### src/rtl/isa_pkg.sv
`default_nettype none
// ============================================================================
// Module      : isa_pkg
// Description : MIPS subset encodings shared by the decode stage and its
//               control decoder: opcodes, functs, ALUOp values, Ctrl layout.
// Revision    : 1.0 - initial release
// ============================================================================
package isa_pkg;

    localparam logic [5:0] OP_RTYPE = 6'h00;
    localparam logic [5:0] OP_J     = 6'h02;
    localparam logic [5:0] OP_JAL   = 6'h03;
    localparam logic [5:0] OP_BEQ   = 6'h04;
    localparam logic [5:0] OP_ADDI  = 6'h08;
    localparam logic [5:0] OP_LW    = 6'h23;
    localparam logic [5:0] OP_SW    = 6'h2B;

    localparam logic [5:0] FN_ADD = 6'h20;
    localparam logic [5:0] FN_SUB = 6'h22;
    localparam logic [5:0] FN_AND = 6'h24;
    localparam logic [5:0] FN_OR  = 6'h25;
    localparam logic [5:0] FN_SLT = 6'h2A;

    localparam logic [2:0] ALU_ADD = 3'd0;
    localparam logic [2:0] ALU_SUB = 3'd1;
    localparam logic [2:0] ALU_AND = 3'd2;
    localparam logic [2:0] ALU_OR  = 3'd3;
    localparam logic [2:0] ALU_SLT = 3'd4;

    // Ctrl = {ALUOp[2:0], ALUSrc, MemRead, MemWrite, MemToReg, Branch, Jump, Link}
    localparam int CTRL_W         = 10;
    localparam int CTRL_ALUOP_MSB = 9;
    localparam int CTRL_ALUOP_LSB = 7;
    localparam int CTRL_ALUSRC    = 6;
    localparam int CTRL_MEMREAD   = 5;
    localparam int CTRL_MEMWRITE  = 4;
    localparam int CTRL_MEMTOREG  = 3;
    localparam int CTRL_BRANCH    = 2;
    localparam int CTRL_JUMP      = 1;
    localparam int CTRL_LINK      = 0;

    localparam logic [4:0] REG_ZERO = 5'd0;
    localparam logic [4:0] REG_RA   = 5'd31;

    function automatic logic [31:0] sign_ext16(input logic [15:0] imm);
        return {{16{imm[15]}}, imm};
    endfunction

endpackage
`default_nettype wire

### src/rtl/decode_ctrl.sv
`default_nettype none
// ============================================================================
// Module      : decode_ctrl
// Description : Purely combinational instruction decoder producing Ctrl,
//               destination register, write enable and an illegal flag.
// Revision    : 1.0 - initial release
// ============================================================================
module decode_ctrl
    import isa_pkg::*;
(
    input  logic [5:0]        i_opcode,
    input  logic [5:0]        i_funct,
    input  logic [4:0]        i_rt,
    input  logic [4:0]        i_rd,
    output logic [CTRL_W-1:0] o_ctrl,
    output logic [4:0]        o_write_reg,
    output logic              o_reg_write,
    output logic              o_illegal,
    output logic              o_reads_rs,
    output logic              o_reads_rt
);

    logic [CTRL_W-1:0] w_ctrl;
    logic [4:0]        w_write_reg;
    logic              w_writes;
    logic              w_illegal;

    always_comb begin
        w_ctrl      = '0;
        w_write_reg = REG_ZERO;
        w_writes    = 1'b0;
        w_illegal   = 1'b0;
        o_reads_rs  = 1'b1;
        o_reads_rt  = 1'b0;
        case (i_opcode)
            OP_RTYPE: begin
                w_write_reg = i_rd;
                w_writes    = 1'b1;
                o_reads_rt  = 1'b1;
                case (i_funct)
                    FN_ADD:  w_ctrl[CTRL_ALUOP_MSB:CTRL_ALUOP_LSB] = ALU_ADD;
                    FN_SUB:  w_ctrl[CTRL_ALUOP_MSB:CTRL_ALUOP_LSB] = ALU_SUB;
                    FN_AND:  w_ctrl[CTRL_ALUOP_MSB:CTRL_ALUOP_LSB] = ALU_AND;
                    FN_OR:   w_ctrl[CTRL_ALUOP_MSB:CTRL_ALUOP_LSB] = ALU_OR;
                    FN_SLT:  w_ctrl[CTRL_ALUOP_MSB:CTRL_ALUOP_LSB] = ALU_SLT;
                    default: w_illegal = 1'b1;
                endcase
            end
            OP_ADDI: begin
                w_write_reg          = i_rt;
                w_writes             = 1'b1;
                w_ctrl[CTRL_ALUSRC]  = 1'b1;
            end
            OP_LW: begin
                w_write_reg           = i_rt;
                w_writes              = 1'b1;
                w_ctrl[CTRL_ALUSRC]   = 1'b1;
                w_ctrl[CTRL_MEMREAD]  = 1'b1;
                w_ctrl[CTRL_MEMTOREG] = 1'b1;
            end
            OP_SW: begin
                o_reads_rt            = 1'b1;
                w_ctrl[CTRL_ALUSRC]   = 1'b1;
                w_ctrl[CTRL_MEMWRITE] = 1'b1;
            end
            OP_BEQ: begin
                o_reads_rt                              = 1'b1;
                w_ctrl[CTRL_ALUOP_MSB:CTRL_ALUOP_LSB]   = ALU_SUB;
                w_ctrl[CTRL_BRANCH]                     = 1'b1;
            end
            OP_J: begin
                o_reads_rs        = 1'b0;
                w_ctrl[CTRL_JUMP] = 1'b1;
            end
            OP_JAL: begin
                o_reads_rs        = 1'b0;
                w_write_reg       = REG_RA;
                w_writes          = 1'b1;
                w_ctrl[CTRL_JUMP] = 1'b1;
                w_ctrl[CTRL_LINK] = 1'b1;
            end
            default: w_illegal = 1'b1;
        endcase
    end

    // An illegal instruction must look exactly like a bubble downstream.
    assign o_illegal   = w_illegal;
    assign o_ctrl      = w_illegal ? '0 : w_ctrl;
    assign o_write_reg = w_illegal ? REG_ZERO : w_write_reg;
    assign o_reg_write = !w_illegal && w_writes && (w_write_reg != REG_ZERO);

endmodule
`default_nettype wire

### src/rtl/decode_stage.sv
`default_nettype none
// ============================================================================
// Module      : decode_stage
// Description : IF/ID and ID/EX pipeline registers with load-use, stall and
//               flush handling around the combinational decode_ctrl.
// Revision    : 1.0 - initial release
// ============================================================================
module decode_stage
    import isa_pkg::*;
(
    input  logic        clk,
    input  logic        rst,
    input  logic [31:0] Instr,
    input  logic        InstrValid,
    input  logic        ExStall,
    input  logic        Flush,
    output logic [4:0]  ReadRegister1,
    output logic [4:0]  ReadRegister2,
    output logic        FetchStall,
    output logic        DecValid,
    output logic [4:0]  WriteRegister,
    output logic        RegWrite,
    output logic [9:0]  Ctrl,
    output logic [31:0] ImmExt,
    output logic [25:0] JumpIndex,
    output logic        IllegalInstr
);

    logic [31:0]       ifid_instr_q, ifid_instr_d;
    logic              ifid_valid_q, ifid_valid_d;
    logic              dec_valid_q, dec_valid_d;
    logic [4:0]        write_reg_q, write_reg_d;
    logic              reg_write_q, reg_write_d;
    logic [CTRL_W-1:0] ctrl_q, ctrl_d;
    logic [31:0]       imm_ext_q, imm_ext_d;
    logic [25:0]       jump_index_q, jump_index_d;
    logic              illegal_q, illegal_d;

    logic [CTRL_W-1:0] w_dec_ctrl;
    logic [4:0]        w_dec_write_reg;
    logic              w_dec_reg_write;
    logic              w_dec_illegal;
    logic              w_reads_rs;
    logic              w_reads_rt;
    logic [4:0]        w_rs;
    logic [4:0]        w_rt;
    logic              w_load_in_ex;
    logic              w_load_use;

    assign w_rs = ifid_instr_q[25:21];
    assign w_rt = ifid_instr_q[20:16];

    decode_ctrl u_decode_ctrl (
        .i_opcode    (ifid_instr_q[31:26]),
        .i_funct     (ifid_instr_q[5:0]),
        .i_rt        (w_rt),
        .i_rd        (ifid_instr_q[15:11]),
        .o_ctrl      (w_dec_ctrl),
        .o_write_reg (w_dec_write_reg),
        .o_reg_write (w_dec_reg_write),
        .o_illegal   (w_dec_illegal),
        .o_reads_rs  (w_reads_rs),
        .o_reads_rt  (w_reads_rt)
    );

    assign w_load_in_ex = dec_valid_q && ctrl_q[CTRL_MEMREAD] && (write_reg_q != REG_ZERO);
    assign w_load_use   = ifid_valid_q && w_load_in_ex &&
                          ((w_reads_rs && (w_rs == write_reg_q)) ||
                           (w_reads_rt && (w_rt == write_reg_q)));

    always_comb begin
        ifid_instr_d = ifid_instr_q;
        ifid_valid_d = ifid_valid_q;
        dec_valid_d  = dec_valid_q;
        write_reg_d  = write_reg_q;
        reg_write_d  = reg_write_q;
        ctrl_d       = ctrl_q;
        imm_ext_d    = imm_ext_q;
        jump_index_d = jump_index_q;
        illegal_d    = 1'b0;

        if (!ExStall || Flush) begin
            // Default for every non-hold case is a bubble into ID/EX.
            dec_valid_d  = 1'b0;
            write_reg_d  = REG_ZERO;
            reg_write_d  = 1'b0;
            ctrl_d       = '0;
            imm_ext_d    = '0;
            jump_index_d = '0;
        end

        if (Flush) begin
            ifid_valid_d = 1'b0;
        end else if (ExStall || w_load_use) begin
            // IF/ID holds; ID/EX either holds (ExStall) or keeps the bubble.
        end else begin
            ifid_instr_d = Instr;
            ifid_valid_d = InstrValid;
            if (ifid_valid_q && w_dec_illegal) begin
                illegal_d = 1'b1;
            end else if (ifid_valid_q) begin
                dec_valid_d  = 1'b1;
                write_reg_d  = w_dec_write_reg;
                reg_write_d  = w_dec_reg_write;
                ctrl_d       = w_dec_ctrl;
                imm_ext_d    = sign_ext16(ifid_instr_q[15:0]);
                jump_index_d = ifid_instr_q[25:0];
            end
        end
    end

    always_ff @(posedge clk or posedge rst) begin
        if (rst) begin
            ifid_instr_q <= '0;
            ifid_valid_q <= 1'b0;
            dec_valid_q  <= 1'b0;
            write_reg_q  <= '0;
            reg_write_q  <= 1'b0;
            ctrl_q       <= '0;
            imm_ext_q    <= '0;
            jump_index_q <= '0;
            illegal_q    <= 1'b0;
        end else begin
            ifid_instr_q <= ifid_instr_d;
            ifid_valid_q <= ifid_valid_d;
            dec_valid_q  <= dec_valid_d;
            write_reg_q  <= write_reg_d;
            reg_write_q  <= reg_write_d;
            ctrl_q       <= ctrl_d;
            imm_ext_q    <= imm_ext_d;
            jump_index_q <= jump_index_d;
            illegal_q    <= illegal_d;
        end
    end

    assign ReadRegister1 = rst ? 5'd0 : w_rs;
    assign ReadRegister2 = rst ? 5'd0 : w_rt;
    assign FetchStall    = !rst && !Flush && (ExStall || w_load_use);
    assign DecValid      = dec_valid_q;
    assign WriteRegister = write_reg_q;
    assign RegWrite      = reg_write_q;
    assign Ctrl          = ctrl_q;
    assign ImmExt        = imm_ext_q;
    assign JumpIndex     = jump_index_q;
    assign IllegalInstr  = illegal_q;

endmodule
`default_nettype wire

### config.mk
export PLATFORM = sky130hd
export DESIGN_NAME = decode_stage
export DESIGN_NICKNAME = d
export VERILOG_FILES = /design/src/rtl/isa_pkg.sv /design/src/rtl/decode_ctrl.sv /design/src/rtl/decode_stage.sv
export SDC_FILE = /design/constraint.sdc
export NUM_CORES = 1
export LEC_CHECK = 0
export CAP_MARGIN = 30
export CORE_UTILIZATION = 25
export DETAILED_ROUTE_END_ITERATION = 10
export DONT_BUFFER_PORTS = 1
export SLEW_MARGIN = 20
export SYNTH_ARGS = -nofsm -noshare
export SYNTH_HDL_FRONTEND = slang
export SYNTH_HIERARCHICAL = 1
export SYNTH_SLANG_ARGS = --single-unit
### constraint.sdc
create_clock -name clk -period 5 [get_ports clk]
set_input_delay 0.75 -clock clk [delete_from_list [all_inputs] [get_ports clk]]
set_output_delay 0.75 -clock clk [all_outputs]
set_load 0.1 [all_outputs]
After elaboration in Yosys (flattened, before gate mapping)
Cells that the tools add are included.
{"block": "word_totals", "out_inout_bits": 87, "in_bits": 37, "register_bits": 109}
{"block": "op_classes", "bitwise_logic": 2, "n_eq_ne": 14, "n_reduce_logical": 29, "mux": 53}
{"op": "two-way mux 32 bit", "count": 5}
{"op": "two-way mux 26 bit", "count": 5}
{"op": "two-way mux 10 bit", "count": 6}
{"op": "equality test 6 bit, second input constant", "count": 7}
{"op": "two-way mux 5 bit", "count": 8}
{"op": "two-way mux 1 bit", "count": 25}
{"op": "case mux 5 bit (3 select lines)", "count": 1}
{"op": "equality test 6 x 2 -> 1 bit, second input constant", "count": 2}
{"op": "case mux 3 bit (4 select lines)", "count": 1}
{"op": "logical AND 1 bit", "count": 11}
{"op": "equality test 5 bit", "count": 2}
{"op": "nonzero test 5 bit", "count": 2}
{"op": "equality test 6 x 3 -> 1 bit, second input constant", "count": 1}
{"op": "equality test 6 x 4 -> 1 bit, second input constant", "count": 1}
{"op": "zero test 6 bit", "count": 1}
{"op": "case mux 3 bit (2 select lines)", "count": 1}
{"op": "OR reduction 3 bit", "count": 2}
{"op": "OR reduction 6 bit", "count": 1}
{"op": "OR reduction 5 bit", "count": 1}
{"op": "zero test 1 bit", "count": 4}
{"op": "OR reduction 2 bit", "count": 2}
{"op": "OR reduction 4 bit", "count": 1}
{"op": "logical OR 1 bit", "count": 3}
{"op": "!= test 2 bit, second input constant", "count": 1}
{"op": "other kinds (3)", "count": 4}

Logic depth before layout (Yosys ltp)
Gate-level depths: netlist (run 1).
{"block": "depth", "ltp_word": 11, "ltp_mapped": 12}

Hierarchy
The synthesis (run 1) kept the hierarchy.
{"module": "decode_stage", "instances": 1, "cells_each": 282, "area_per_inst_um2": 4184.0}
{"module": "decode_ctrl", "instances": 1, "cells_each": 67, "area_per_inst_um2": 441.7}

Worst setup path after synthesis (run 1)
OpenSTA, ideal clock, no wires.
{"block": "synth_timing", "kind": "reg-to-output", "startpoint": "reg write_reg_q[4] (netlist: WriteRegister[4])", "endpoint": "out FetchStall", "path_stages_with_launch": 6, "path_slack_ps": 524, "t_arrival_ps": 3726, "t_required_ps": 4250, "path_cell_list": "dfrtp_1 -> xnor2_1 -> nand4_1 -> o22ai_2 -> a21oi_1 -> nor3_1"}
{"block": "synth_between", "elab_chain_len": 6, "elab_cells_between_ends": 11}
{"element": "from (decl)", "line": "decode_stage.sv:32", "source": "logic [4:0] write_reg_q, write_reg_d;"}
{"element": "from (signal assigned)", "line": "decode_stage.sv:127", "source": "write_reg_q <= write_reg_d;"}
{"element": "equality test 5 bit (tied with other cells)", "line": "decode_stage.sv:68", "source": "((w_reads_rs && (w_rs == write_reg_q)) ||"}
{"element": "logical AND 1 bit (on tied branches)", "line": "decode_stage.sv:68, decode_stage.sv:66, decode_stage.sv:69"}
{"element": "logical OR 1 bit or logical AND 1 bit (tied branches)", "line": "decode_stage.sv:68, decode_stage.sv:67"}
{"element": "logical AND 1 bit *", "line": "decode_stage.sv:67", "source": "assign w_load_use = ifid_valid_q && w_load_in_ex &&"}
{"element": "logical OR 1 bit *", "line": "decode_stage.sv:138", "source": "assign FetchStall = !rst && !Flush && (ExStall || w_load_use);"}
{"element": "logical AND 1 bit *", "line": "decode_stage.sv:138"}
{"element": "to (decl)", "line": "decode_stage.sv:19", "source": "output logic FetchStall,"}
Mark *: on every way between the ends. The rest lies on a longest branch, timed or not.

Final worst setup path (run 1)
{"block": "layout_timing", "startpoint": "reg write_reg_q[1] (netlist: WriteRegister[1])", "endpoint": "out FetchStall"}
Same word-level chain as after synthesis.

==> results.txt, run 1 <==
Setup_tns -> 0 ns
Max_cap viols -> 0
GP Congestion -> 0.764
# IOs -> 124
M3 GR Usage -> 4.05%
Worst path arrival time -> 2.86 ns
RSZ-0062 raised after global routing -> false
First-pass GRT wire length -> 19.4 mm
Hpwl dp -> 8.51 mm
Placement row count -> 49
Critical Path Sink Type -> primary output
Worst skew pair latency -> 0.35 ns
Hold Path Class -> in -> async
Pre-CTS WS -> 1.80 ns
Gr usage total -> 13.3%
Drt pass-1 iters -> 4
Worst vdd ir -> 0.176 mV
Post-DP Area -> 0.00506 mm²
CP top delay family -> flip-flops
H-Tree Depth -> 3
Synthesis Warnings -> 6
Root buf cell -> clkbuf_16
Drt total wl -> 12.4 mm
Nets -> 392
M1 GR Usage -> 18.3%
Setup violators final -> 0
Pwr per Cell Area -> 374 mW/mm²
WP depth -> 5
Cts hold-fix bufs -> 0
# DRC -> 0
Share of cells above drive strength 1 -> 24.7%
Most frequent cell on the critical path -> a21oi_1
Worst slew margin -> 31.2%
Fmax -> 277 MHz
Least-Margin Pin Slew -> 1.03 ns
CTS tree -> built
Largest net degree at the start of global routing -> 69
Data required, critical path -> 4.25 ns
Worst-path clk slew -> 0.07 ns
Register bit total from synthesis -> 109
Worst Path Buf+Inv -> 1
Num CTS Buffers -> 9
Slowest cell on crit path -> dfrtp_1
Distinct cell type count after synthesis -> 43
Status -> complete, no violations
Design area -> 0.00549 mm²
Sequential share of the synthesized area -> 59.0%
EDFF count, synth -> 0
Ys flop type -> dfrtp_1
Initial DRC Count -> 147
Vias/cell -> 5.04
Critical-path cell list -> nor3_1, a21oi_1, a21oi_1, nor3_2, buf_16
Static Leakage -> 2.33 nW
Antenna viol nets, final -> 0
# port buffers -> 0
Max-slew violation count -> 0
Grt met2 use -> 19.1%
Most Crowded Layer GR -> met2
Die width -> 138 µm
Crit Path Category -> reg -> out
Antenna violations before repair -> 1
Via Count -> 2,974
Post-CTS Resized -> 0
Area growth from synthesis to layout -> 18.6%
Initial Utilization -> 25.7%
# clock sinks -> 109
Clock skew -> 0.00570 ns
Tcrit/Tclk final -> 72.2%
Type of origin of the critical path -> flip-flop
Die height -> 138 µm
R2R depth -> 6
Per-cell routed wire length -> 21.0 µm
Area taken by multi-input logic gates -> 0.00175 mm²
CORE AREA -> 0.0180 mm²
Hold Vio Cnt, Final -> 0
Clock buffer depth -> 2
Worst hold margin -> 0.415 ns
Asr flop ratio synth -> 100%
Storage cell area -> 0.00273 mm²
Crit-path max cell delay -> 1.03 ns
Post-CTS Setup Repair Bufs -> 0
Vias in the first global route -> 3,074
Synth Net Count -> 386
Setup ws final -> 1.39 ns
Post-Syn Area per Cell -> 13.3 µm²
Cell count after synthesis -> 349
Filler cells -> 1,808
Die area -> 0.0191 mm²
Tmin final -> 3.61 ns
Post-Syn Area -> 0.00463 mm²
Crit-path max FO -> 6
GRT overflow -> 0
[worst register-to-register path, delay by kind of cell (launching register included)]
family,cells,cell delay [ns]
AO/OA/AOI/OAI,3,0.95
buffers and inverters,1,0.72
AND/OR/NAND/NOR,1,0.15
flip-flops,1,1.03
XOR/XNOR,1,0.17
[sequential cells by signal, summed over array words and instances (netlist names)]
| name | count |
|---|---|
| JumpIndex | 26 |
| IllegalInstr | 1 |
| ifid_instr_q | 32 |
| WriteRegister | 5 |
| DecValid | 1 |
| ifid_valid_q | 1 |
| RegWrite | 1 |
| Ctrl | 10 |
| ImmExt | 32 |
[placed cells by master (no fill, tap or decap), types with 3 or more instances in the layout]
cell	netlist	layout
clkbuf_16	0	9
dfrtp_1	109	109
nand3_1	4	4
a2bb2oi_1	5	5
nand4b_1	3	3
nor2b_2	0	10
a21oi_1	10	10
buf_16	0	9
nand2_1	7	7
nor2_1	12	12
buf_4	2	3
a22o_1	74	74
xnor2_1	11	11
buf_8	0	8
clkbuf_1	13	4
mux2_2	32	32
nand4_1	3	3
[final cells by class]
| cell class | instances | area share [%] |
|---|---|---|
| flip-flops and latches | 109 | 49.7 |
| multi-input cells | 208 | 31.9 |
| repair buffers | 24 | 7.53 |
| well taps | 229 | 5.22 |
| clock buffers | 10 | 4.17 |
| clock inverters | 6 | 1.16 |
| inverters | 3 | 0.251 |
| diodes | 1 | 0.0456 |
[final timing paths]
kind	start	end	slack, ns
min in group clk	ifid_instr_q[6]	JumpIndex[6]	0.54
setup / recovery	WriteRegister[1]	FetchStall	1.39
max in group asynchronous	rst	ImmExt[17]	3.53
setup reg to reg	WriteRegister[1]	ImmExt[7]	1.91
hold reg to reg	ifid_instr_q[6]	JumpIndex[6]	0.54
hold / removal	rst	Ctrl[2]	0.41
[through the flow]
stage,total power [mW],instances,util [%]
final,2.05,590,30.4
after CTS,2.08,581,29.7
after floorplan,1.25,349,-
after global routing,2.14,590,30.4
after global placement,1.30,553,26.8
after detailed placement,1.34,565,28.1
[cells in the mapped netlist, drive strengths merged (2+ instances only)]
cell / count / share of area (%)
nor2: 12 / 0.97
inv: 3 / 0.24
nand3: 4 / 0.43
and2: 2 / 0.27
o21a: 2 / 0.32
xnor2: 11 / 2.1
a22o: 74 / 14
nand4: 3 / 0.41
clkbuf: 13 / 1.1
buf: 16 / 3.0
or4b: 2 / 0.43
nand2: 7 / 0.57
nor2b: 13 / 1.8
a2bb2oi: 5 / 0.95
nor4b: 2 / 0.38
a211oi: 2 / 0.54
nand4b: 3 / 0.57
nor4: 3 / 0.54
nand2b: 2 / 0.27
mux2: 32 / 7.8
a21oi: 10 / 1.1
nor3: 3 / 0.32
dfrtp: 109 / 59
[where the power goes]
part	internal, mW	total, mW	leakage, nW	switching, mW
sequential	0.924	1.06	1.45	0.131
combinational	0.117	0.269	0.740	0.152
clock	0.388	0.726	0.138	0.338
[layer usage]
metal	routed length, µm	vias to the layer above
met5	0	-
met4	297	0
met3	938	17
met2	5480	136
met1	5680	1496
li1	-	1325
[cells by family (layout without fill, tap and decap cells)]
logic type / after synthesis / in the layout / share of synthesized area (%)
AOI/OAI and AO/OA: 105 / 105 / 19.2
xor gates and xnor gates: 11 / 11 / 2.08
buffers and inverters: 32 / 43 / 4.33
DFF: 109 / 109 / 59.0
muxes: 33 / 33 / 8.01
other: 0 / 1 / 0
and+or+nand+nor: 59 / 59 / 7.38
(Power assumes the default switching activity.)
==> run 2: changes to the inputs <==
- clock period: 5 -> 3.3 ns (I/O delays scaled with it)
==> run 2 against run 1 <==
- design area shrank 2.1%
- cell count grew 1.2%
- non-clock buffer count grew 7
- first-iteration DRC count shrank 3.4%
- clock-buffer cell count grew 1
- largest cell class unchanged
==> results.txt, run 2 (synthesized netlist as in run 1, its figures left out) <==
Die area -> 0.0191 mm²
Drt pass-1 iters -> 4
Die width -> 138 µm
Filler cells -> 1,826
Antenna violations before repair -> 3
Data required, critical path -> 2.80 ns
Vias/cell -> 4.99
Clock skew -> 0.00804 ns
Tmin final -> 3.05 ns
Combinational power share -> 13.7%
Initial Utilization -> 25.7%
Cell internal pwr -> 2.10 mW
Max-slew violation count -> 0
Crit Path Category -> reg -> out
H-Tree Depth -> 3
Placement row count -> 49
Register share of total power -> 52.4%
Setup ws final -> 0.246 ns
CORE AREA -> 0.0180 mm²
Worst vdd ir -> 0.226 mV
Max_cap viols -> 0
Area growth from synthesis to layout -> 16.2%
Post-DP Area -> 0.00506 mm²
# IOs -> 124
Gr usage total -> 13.4%
Least-Margin Pin Slew -> 0.983 ns
Initial DRC Count -> 142
Critical Path Sink Type -> primary output
Die height -> 138 µm
Via Count -> 2,977
Net Switching -> 0.915 mW
Fin cells -> 597
Post-CTS Setup Repair Bufs -> 0
# DRC -> 0
GRT overflow -> 0
Highest-count cells in the layout ignoring fill and taps -> 109 x dfrtp_1, 74 x a22o_1, 32 x mux2_2
Share of cells above drive strength 1 -> 26.7%
Largest net degree at the start of global routing -> 77
Drt total wl -> 12.3 mm
Setup violators final -> 0
# port buffers -> 0
Status -> complete, no violations
RSZ-0062 raised after global routing -> false
GP Congestion -> 0.843
Num CTS Buffers -> 9
Hpwl dp -> 8.57 mm
# clock sinks -> 109
Pre-CTS WS -> 0.452 ns
Root buf cell -> clkbuf_16
Vias in the first global route -> 3,081
Antenna viol nets, final -> 0
Per-cell routed wire length -> 20.6 µm
Hold Path Class -> in -> reg
Type of origin of the critical path -> flip-flop
Nets -> 399
Worst path arrival time -> 2.56 ns
Tcrit/Tclk final -> 92.6%
Hold Vio Cnt, Final -> 0
Clock network power share -> 33.9%
First-pass GRT wire length -> 19.5 mm
CTS tree -> built
Switching share of power -> 30.3%
Setup_tns -> 0 ns
Pwr per Cell Area -> 562 mW/mm²
Fmax -> 327 MHz
Commonest non-fill, non-tap cell in the layout -> dfrtp_1
Worst slew margin -> 34.5%
Worst skew pair latency -> 0.35 ns
Placed Instances -> 578
Design area -> 0.00537 mm²
Flop2flop setup slack -> 0.47 ns
Power Total -> 3.02 mW
Worst-path clk slew -> 0.07 ns
Crit-path max FO -> 11
Static Leakage -> 2.32 nW
Clock buffer depth -> 2
-- run 2: cell count changes in the layout (fill, tap and decap cells not counted), moves of 2 or more --
| cell | before | now |
|---|---|---|
| buf_4 | 3 | 23 |
| buf_16 | 9 | 0 |
| buf_8 | 8 | 4 |
| buf_12 | 0 | 3 |
| inv_6 | 0 | 2 |
| clkbuf_1 | 4 | 1 |
-- run 2: timing repair --
item,CTS,global route
endpoints found under the setup margin,0,1
hold buffers,0,1
hold endpoints to repair,0,9
resized for setup,0,1
-- run 2: path summary, 6_finish.rpt --
| check | startpoint | end | depth (start not counted) |
|---|---|---|---|
| max in group asynchronous | rst | ImmExt[10] | 4 |
| min in group asynchronous | rst | ifid_instr_q[25] | 2 |
| setup / recovery | ifid_instr_q[27] | FetchStall | 9 |
| hold reg to reg | ifid_instr_q[6] | ImmExt[6] | 1 |
| hold / removal | Instr[18] | ifid_instr_q[18] | 1 |
| setup reg to reg | ifid_instr_q[27] | ifid_instr_q[16] | 9 |
-- run 2: stage by stage --
stage	utilization [%]	hold slack (ns)
6_report	29.8	0.290
5_1_grt	29.8	0.271
4_1_cts	29.6	0.205
3_5_place_dp	28.1	0.518
3_3_place_gp	27.7	0.512
2_1_floorplan	-	0.475
-- run 2: per-layer routing --
layer	vias up	track usage, %	wire [µm]
met1	1490	17.6	5490
met2	126	19.9	5520
met5	-	0	27
met4	4	3.88	148
met3	18	5.75	1110
li1	1339	-	-
-- run 2: worst max-delay path, stage by stage (launching register included) --
cell and delay, ns:
dfrtp_1 0.49, and2_1 0.33, nand3_1 0.14, o22a_2 0.22, nor2_1 0.09, nand2_1 0.09
o22ai_4 0.29, a21oi_1 0.17, nor3_4 0.17, buf_12 0.20
-- run 2: area by class of cell --
cell class | instances | area (µm²) | share of cell area, %
inverters | 3 | 15.0 | 0.279
multi-input cells | 208 | 1760 | 32.8
repair buffers | 31 | 303 | 5.63
clock inverters | 5 | 32.5 | 0.605
well taps | 229 | 287 | 5.33
clock buffers | 11 | 243 | 4.52
diodes | 1 | 2.50 | 0.0466
flip-flops and latches | 109 | 2730 | 50.8
-- run 2: power groups by stage --
| stage | Clock, mW | Combinational [mW] | Sequential (mW) |
|---|---|---|---|
| after floorplan | 0 | 0.343 | 1.55 |
| after global routing | 1.12 | 0.443 | 1.60 |
| after detailed placement | 0 | 0.409 | 1.61 |
| after global placement | 0 | 0.383 | 1.60 |
| final | 1.02 | 0.415 | 1.58 |
| after CTS | 1.07 | 0.411 | 1.58 |
==> run 3: changes to the inputs <==
- CTS_CLUSTER_DIAMETER: not set -> 200
==> results of run 3 <==
Final layout, timing and power as in run 2 (identical DEF).
